**config.mk**
```make
export PLATFORM = sky130hd
export DESIGN_NAME = bdense_seq_flat
export DESIGN_NICKNAME = d
export VERILOG_FILES = /design/src/rtl/bdense_seq_if.sv /design/src/rtl/bdense_seq.sv /design/src/flat_wrapper.sv
export SDC_FILE = /design/constraint.sdc
export NUM_CORES = 1
export LEC_CHECK = 0
export BUFFER_PORTS_ARGS = -buffer_cell sky130_fd_sc_hd__buf_2
export CAP_MARGIN = 0
export CORE_AREA = 2 2 238 240
export CTS_CLUSTER_DIAMETER = 150
export DETAILED_ROUTE_END_ITERATION = 7
export DIE_AREA = 0 0 240 242
export PLACE_DENSITY_LB_ADDON = 0.3
export SLEW_MARGIN = 5
export SYNTH_ARGS = -nofsm -noshare
export SYNTH_HDL_FRONTEND = slang
export SYNTH_SLANG_ARGS = --single-unit
```
**constraint.sdc**
```tcl
create_clock -name clk -period 9.3 [get_ports clk]
set_clock_uncertainty 0.2 [all_clocks]
set_input_delay 0.93 -clock clk [delete_from_list [all_inputs] [get_ports clk]]
set_output_delay 0.93 -clock clk [all_outputs]
set_load 0.01 [all_outputs]
```
**src/rtl/bdense_seq_if.sv**
```systemverilog
// Handshake and weight-memory bundle for the bdense_seq binary dense sequencer.
// The master side is the sequencer; the slave side is its environment.
interface bdense_seq_if #(
  parameter int IWIDTH = 64,
  parameter int OWIDTH = 32,
  parameter int PAR    = 8,
  parameter int AW     = ($clog2(OWIDTH / PAR) < 1) ? 1 : $clog2(OWIDTH / PAR)
);
  logic                    in_valid;
  logic                    in_ready;
  logic [IWIDTH-1:0]       vecX;
  logic                    w_en;
  logic [AW-1:0]           w_addr;
  logic [PAR*IWIDTH-1:0]   w_data;
  logic                    out_valid;
  logic                    out_ready;
  logic [OWIDTH-1:0]       vecO;
  logic                    busy;

  modport master (
    input  in_valid, vecX, w_data, out_ready,
    output in_ready, w_en, w_addr, out_valid, vecO, busy
  );

  modport slave (
    output in_valid, vecX, w_data, out_ready,
    input  in_ready, w_en, w_addr, out_valid, vecO, busy
  );
endinterface

```
**src/rtl/bdense_seq.sv**
```systemverilog
// Time-multiplexed XNOR-popcount-threshold dense layer: evaluates PAR neurons per
// cycle from weight rows fetched out of a 1-cycle-latency synchronous memory.
module bdense_seq #(
  parameter int IWIDTH = 64,
  parameter int OWIDTH = 32,
  parameter int PAR    = 8,
  parameter int AW     = ($clog2(OWIDTH / PAR) < 1) ? 1 : $clog2(OWIDTH / PAR)
) (
  input  logic          clk,
  input  logic          rst,
  bdense_seq_if.master  bus
);
  localparam int G   = OWIDTH / PAR;
  localparam int KW  = $clog2(G + 1);
  localparam int PCW = $clog2(IWIDTH + 1);
  localparam logic [KW-1:0] G_K    = KW'(G);
  localparam logic [AW-1:0] LAST_C = AW'(G - 1);
  localparam logic [PCW:0]  THR    = (PCW + 1)'(IWIDTH);

  typedef enum logic [1:0] {IDLE, RUN, DONE} state_t;

  state_t              state_q;
  logic [KW-1:0]       k_q;
  logic [AW-1:0]       c_q;
  logic                cap_q;
  logic                w_en_q;
  logic [AW-1:0]       w_addr_q;
  logic [IWIDTH-1:0]   xreg_q;
  logic [OWIDTH-1:0]   vecO_q;
  logic [OWIDTH-1:0]   vecO_d;
  logic [PAR-1:0]      grp_bits;

  function automatic logic [PCW-1:0] xnor_pop(input logic [IWIDTH-1:0] x,
                                              input logic [IWIDTH-1:0] w);
    logic [IWIDTH-1:0] m;
    logic [PCW-1:0]    pc;
    m  = ~(x ^ w);
    pc = '0;
    for (int i = 0; i < IWIDTH; i++) pc = pc + PCW'(m[i]);
    return pc;
  endfunction

  // A tie (pc == IWIDTH/2) maps to +1, matching sign(0) = +1.
  function automatic logic neuron_bit(input logic [PCW-1:0] pc);
    return ({pc, 1'b0} >= THR);
  endfunction

  always_comb begin
    int base;
    grp_bits = '0;
    for (int j = 0; j < PAR; j++)
      grp_bits[j] = neuron_bit(xnor_pop(xreg_q, bus.w_data[j*IWIDTH +: IWIDTH]));
    base   = int'(c_q) * PAR;
    vecO_d = vecO_q;
    if (cap_q) vecO_d[base +: PAR] = grp_bits;
  end

  // cap_q is last cycle's read strobe: the row data for that read is on w_data now.
  always_ff @(posedge clk) begin
    if (rst) begin
      state_q  <= IDLE;
      k_q      <= '0;
      c_q      <= '0;
      cap_q    <= 1'b0;
      w_en_q   <= 1'b0;
      w_addr_q <= '0;
      vecO_q   <= '0;
    end else begin
      cap_q  <= w_en_q;
      vecO_q <= vecO_d;
      case (state_q)
        IDLE: begin
          w_en_q <= 1'b0;
          if (bus.in_valid) begin
            xreg_q   <= bus.vecX;
            w_en_q   <= 1'b1;
            w_addr_q <= '0;
            k_q      <= KW'(1);
            c_q      <= '0;
            state_q  <= RUN;
          end
        end
        RUN: begin
          if (k_q < G_K) begin
            w_en_q   <= 1'b1;
            w_addr_q <= k_q[AW-1:0];
            k_q      <= k_q + KW'(1);
          end else begin
            w_en_q <= 1'b0;
          end
          if (cap_q) begin
            if (c_q == LAST_C) state_q <= DONE;
            else               c_q     <= c_q + AW'(1);
          end
        end
        DONE: begin
          w_en_q <= 1'b0;
          if (bus.out_ready) state_q <= IDLE;
        end
        default: state_q <= IDLE;
      endcase
    end
  end

  assign bus.in_ready  = (state_q == IDLE);
  assign bus.out_valid = (state_q == DONE);
  assign bus.busy      = (state_q != IDLE);
  assign bus.w_en      = w_en_q;
  assign bus.w_addr    = w_addr_q;
  assign bus.vecO      = vecO_q;
endmodule

```
**src/flat_wrapper.sv**
```systemverilog
// flat-port wrapper written by rule: the top's interface ports become plain ports
module bdense_seq_flat 
#(
  parameter int IWIDTH = 64,
  parameter int OWIDTH = 32,
  parameter int PAR    = 8,
  parameter int AW     = ($clog2(OWIDTH / PAR) < 1) ? 1 : $clog2(OWIDTH / PAR)
)
  (clk, rst, bus_in_valid, bus_vecX, bus_w_data, bus_out_ready, bus_in_ready, bus_w_en, bus_w_addr, bus_out_valid, bus_vecO, bus_busy);
  bdense_seq_if #(.IWIDTH(IWIDTH), .OWIDTH(OWIDTH), .PAR(PAR), .AW(AW)) bus_i ();
  input  logic clk;
  input  logic rst;
  input wire logic [$bits(bus_i.in_valid)-1:0] bus_in_valid;
  input wire logic [$bits(bus_i.vecX)-1:0] bus_vecX;
  input wire logic [$bits(bus_i.w_data)-1:0] bus_w_data;
  input wire logic [$bits(bus_i.out_ready)-1:0] bus_out_ready;
  output wire logic [$bits(bus_i.in_ready)-1:0] bus_in_ready;
  output wire logic [$bits(bus_i.w_en)-1:0] bus_w_en;
  output wire logic [$bits(bus_i.w_addr)-1:0] bus_w_addr;
  output wire logic [$bits(bus_i.out_valid)-1:0] bus_out_valid;
  output wire logic [$bits(bus_i.vecO)-1:0] bus_vecO;
  output wire logic [$bits(bus_i.busy)-1:0] bus_busy;
  assign bus_i.in_valid = bus_in_valid;
  assign bus_i.vecX = bus_vecX;
  assign bus_i.w_data = bus_w_data;
  assign bus_i.out_ready = bus_out_ready;
  assign bus_in_ready = bus_i.in_ready;
  assign bus_w_en = bus_i.w_en;
  assign bus_w_addr = bus_i.w_addr;
  assign bus_out_valid = bus_i.out_valid;
  assign bus_vecO = bus_i.vecO;
  assign bus_busy = bus_i.busy;
  bdense_seq #(.IWIDTH(IWIDTH), .OWIDTH(OWIDTH), .PAR(PAR), .AW(AW)) u_core (.clk(clk), .rst(rst), .bus(bus_i));
endmodule
```
After elaboration in Yosys (flattened, before gate mapping). Cells that the tools add are included.

Register bits: 107. Latch bits: 0. Bits in writable memories: 0. Memory bits (read-only): 0. Input bits: 580. Output and inout bits: 38. Memories kept: 0.

$add $sub $neg: 507. Multipliers: 0. Divide/modulo/power cells: 0. Order comparisons: 9. Equality and inequality tests: 9. Shift operators: 2. Multiplexer cells: 18. Bitwise operators: 17. Reductions and logical operators: 8.

Operators with widths (count): $add A7 B1 Y7 (496); $not A64 Y64 (8); $xor A64 B64 Y64 (8); $ge A8 B7 Y1 const B (8); $neg A5 Y33 (1); $shift A8 B33 Y32 const A (1); $shiftx A8 B33 Y32 (1); $bwmux W32 (1); $add A1 B1 Y2 (8); $mux W2 (8); $pmux W2 S2 (2); $reduce_and A4 Y1 (2); $mux W3 (2); $ne A2 B1 Y1 const B (3); $ne A2 B2 Y1 const B (3); $pmux W2 S3 (1); $pmux W3 S2 (1); $reduce_and A3 Y1 (2); $eq A2 B2 Y1 const B (2); $reduce_bool A2 Y1 (2); $add A3 B1 Y3 const B (1); $lt A3 B3 Y1 const B (1); $pmux W1 S3 (1); $reduce_bool A3 Y1 (1); other kinds (5) (6).

Depth between registers and ports, before layout.
Word-level depth: 68. Gate-level depth with buffers: 21. Mapped depth without buffers: 20.

Least setup slack after synthesis. OpenSTA, ideal clock, no wires.

Path kind: input to register. From: in bus_w_data[128]. To: reg u_core.vecO_q[2] (netlist: u_core.bus.vecO[2]). Library setup time: 0.133 ns. Arrival: 7.219 ns. Required time: 8.967 ns. Slack: 1.748 ns. Cell stages on the path: 18. Path buffers: 0. Cells stage by stage: xnor2_1 ha_1 fa_1 fa_1 inv_1 fa_1 fa_1 fa_1 fa_1 fa_1 inv_1 fa_1 fa_1 fa_1 or3b_1 or4b_4 nand4_1 a31oi_1.

Longest elaborated chain between the ends: 68.

RTL lines: from (decl) (line flat_wrapper.sv:15) `input wire logic [$bits(bus_i.w_data)-1:0] bus_w_data;`; $xor A64 B64 Y64 (line bdense_seq.sv:37) `m = ~(x ^ w);`; $not A64 Y64 (line bdense_seq.sv:37); $add A1 B1 Y2 (line bdense_seq.sv:39) `for (int i = 0; i < IWIDTH; i++) pc = pc + PCW'(m[i]);`; $add A7 B1 Y7 (62 in series) (line bdense_seq.sv:39); $ge A8 B7 Y1 (line bdense_seq.sv:45) `return ({pc, 1'b0} >= THR);`; $shiftx A8 B33 Y32 (line bdense_seq.sv:55) `if (cap_q) vecO_d[base +: PAR] = grp_bits;`; $bwmux W32 (line bdense_seq.sv:55); to (signal assigned) (line bdense_seq.sv:70) `vecO_q <= vecO_d;`; to (decl) (line bdense_seq.sv:29) `logic [OWIDTH-1:0] vecO_q;`.

No other way between the ends. A chain may end at the register's enable or synchronous reset.

Final worst setup path.
From: reg u_core.xreg_q[0]. To: reg u_core.vecO_q[30] (netlist: u_core.bus.vecO[30]).

Longest elaborated chain between the ends: 68. Elaborated cells between the ends (all ways): 530.

RTL lines: from (decl) (line bdense_seq.sv:28) `logic [IWIDTH-1:0] xreg_q;`; from (signal assigned) (line bdense_seq.sv:75) `xreg_q <= bus.vecX;`; $xor A64 B64 Y64 (line bdense_seq.sv:37); $not A64 Y64 (line bdense_seq.sv:37); $add A1 B1 Y2 (line bdense_seq.sv:39); $add A7 B1 Y7 (62 in series) (line bdense_seq.sv:39); $ge A8 B7 Y1 (line bdense_seq.sv:45); $shiftx A8 B33 Y32 * (line bdense_seq.sv:55); $bwmux W32 * (line bdense_seq.sv:55).

Mark *: on every way between the ends. The rest lies on a longest branch, timed or not.

==> run metrics <==
maxcap violations=0; register bit total from synthesis=between 100 and 150; total gr overflow=0; setup TNS after final layout=0 ns; hold crit path type=flip-flop to flip-flop; vias=~15000; top post-synthesis cells by area=fa_1, xnor2_1, xor2_1; setup violators final=0; all-layer global routing usage=a little over a quarter; worst path arrival time=about 8.0 ns; most numerous cell in the Yosys netlist=fa_1; Max-slew headroom=approximately a fifth; fraction of layout cells with a size suffix above 1=a little over a quarter; Post-CTS Setup Bufs=0; Site Rows=87; pin count of the biggest net entering global routing=44; First DRT Iteration DRCs=653; vias in the first global route=roughly 17000; Critical Path Start Type=flip-flop; area leader, netlist=fa_1; CP Max Fanout=8; Post-synth ARST share=0%; Fin. Hold Viols=0; kind of critical path=flip-flop to flip-flop; Seq/Total Area, Yosys=between 10% and 20%; top achievable clock speed=between 100 and 150 MHz; clk buf depth=2; Sequential Area=0.002783 sq mm; first-pass GRT wire length=110200 microns; CTS Sinks=107; period utilization=between 80% and 90%; Cells after Synth=roughly 1900; min cycle time layout=~8 ns; Die X=around 240 microns; root buffer cell=clkbuf_16; Routed WL=~77000 microns; Final Wtd Congestion=about 0.92; Final ANT Viol Nets=0; DR pass1 iterations=5; Die Ht=around 240 microns; area of the multi-input gates=around 0.016 sq mm; fin. max-slew vios=0; Initial Util=37.42%; Crit. End Element=flip-flop; CTS tree=built; Post-Syn Nets=between 3000 and 4000; outcome=finished, final reports clean; Commonest cells post-synth=fa_1, inv_1, xnor2_1; initial antenna violation count=23; Core Area=around 0.056 sq mm; vias per cell=4.577; CTS Hold Bufs=0; Syn Area/Cell=11.01 sq um; WP data required=9.35 ns; Post-DP HPWL=70300 microns; Fill cells=~5400; htree depth=3; post-CTS sizing=0; number of synthesized flops with an enable pin=between 60 and 70; worst skew pair latency=slightly above 0.4 ns; Worst-path clk slew=0.10 ns; Synth Cell Area=between 0.02 and 0.025 sq mm; yosys warns=0; RSZ-0062 raised after global routing=false; Residual DRC=0; drt wl/cell=around 24 microns; Layout area overhead=19.50%; I/O pin cnt=between 600 and 700; # nets final=~3600; post-synth top area share=between 40 and 50%; Port Buffers=slightly above 600; Yosys cell types=44; ys flop type=edfxtp_1; Die ar.=0.05808 sq mm; CTS buffer count=9; worst slew pin tran=approximately 1.2 ns
[flip-flops by register name (all words and copies together) (netlist names)]
register           cells
u_core.bus.w_en        1
u_core.k_q             3
u_core.c_q             2
u_core.bus.vecO       32
u_core.xreg_q         64
u_core.cap_q           1
u_core.state_q         2
u_core.bus.w_addr      2
[worst paths after layout]
path | from | end | slack, ns | depth (start not counted)
worst min register to register | u_core.bus.w_addr[0]$_SDFFE_PP0P_ | u_core.bus.w_addr[0]$_SDFFE_PP0P_ | 0.26 | 2
worst max register to register | u_core.xreg_q[0]$_DFFE_PP_ | u_core.bus.vecO[30]$_SDFFE_PP0P_ | 1.33 | 17
worst max-delay path | u_core.xreg_q[0]$_DFFE_PP_ | u_core.bus.vecO[30]$_SDFFE_PP0P_ | 1.33 | 17
worst min-delay path | u_core.bus.w_addr[0]$_SDFFE_PP0P_ | u_core.bus.w_addr[0]$_SDFFE_PP0P_ | 0.26 | 2
[placed cells by master, fill, tap and decap left out, drive strengths merged]
cell type and instances:
buf 619, fa 432, inv 417, xnor2 267, xor2 245, ha 139, edfxtp 64, nand2 43
dfxtp 43, a21oi 34, o21ai 18, a311oi 16, nand4 16, a31oi 16, diode 13, clkbuf 11
nand3 9, o211ai 8, nor2 7, a211oi 6, nand2b 6, or3b 4, or4b 4, nor4b 4
or3 3, o31ai 3, a22oi 3, mux2i 2, nor2b 2, and3 1, nor4 1, a21o 1
or2b 1, nor3b 1, o211a 1, a221oi 1, nand3b 1, mux2 1, nor3 1, clkinv 1
[cell families after synthesis]
group,count (synthesis),synth area share (%)
DFF,107,13.34
and+or+nand+nor,104,2.964
buffers and inverters,491,8.993
xor gates and xnor gates,512,21.50
adders and majority gates,571,49.81
muxes,3,0.1500
AOI/OAI and AO/OA,107,3.246
[critical path: stages (launching register included)]
cell and delay, ns:
edfxtp_1 0.63, xnor2_1 0.24, ha_1 0.33, fa_1 0.48, fa_1 0.54, inv_1 0.06
fa_1 0.66, fa_1 0.54, fa_1 0.57, fa_1 0.45, fa_1 0.51, inv_1 0.05
fa_1 0.48, fa_1 0.48, fa_1 0.37, or3_1 0.37, o31ai_1 0.64, a311oi_1 0.19
[per-layer routing]
metal	track usage, %	wire length (microns)
met5	0	100
met4	6.741	1593
met3	4.546	4182
met2	47.92	39310
met1	33.82	31580
[cell type report]
type                    count  share of cell area (%)
multi-input cells        1297                   65.01
repair buffers            619                   12.45
flip-flops and latches    107                   11.17
inverters                 413                   6.220
well taps                 756                   3.795
clock buffers              11                   1.019
clock inverters             5                  0.2058
diodes                     13                  0.1305
[per-stage QoR]
stage	util, %	setup WS (ns)	hold WS, ns	std cells	area (sq um)
finish	44.72	1.331	0.2646	3221	24920
global route	44.71	1.045	0.2909	3219	24920
CTS	44.66	1.236	0.2677	3208	24890
detailed placement	44.11	0.9031	0.2528	3192	24580
global placement	44.11	0.9750	0.2501	3192	24580
floorplan	-	1.748	0.2805	1895	20860
Power is left out: the tool's default activity adds up to more than one toggle a clock period on the data nets, which glitch-free logic cannot reach.
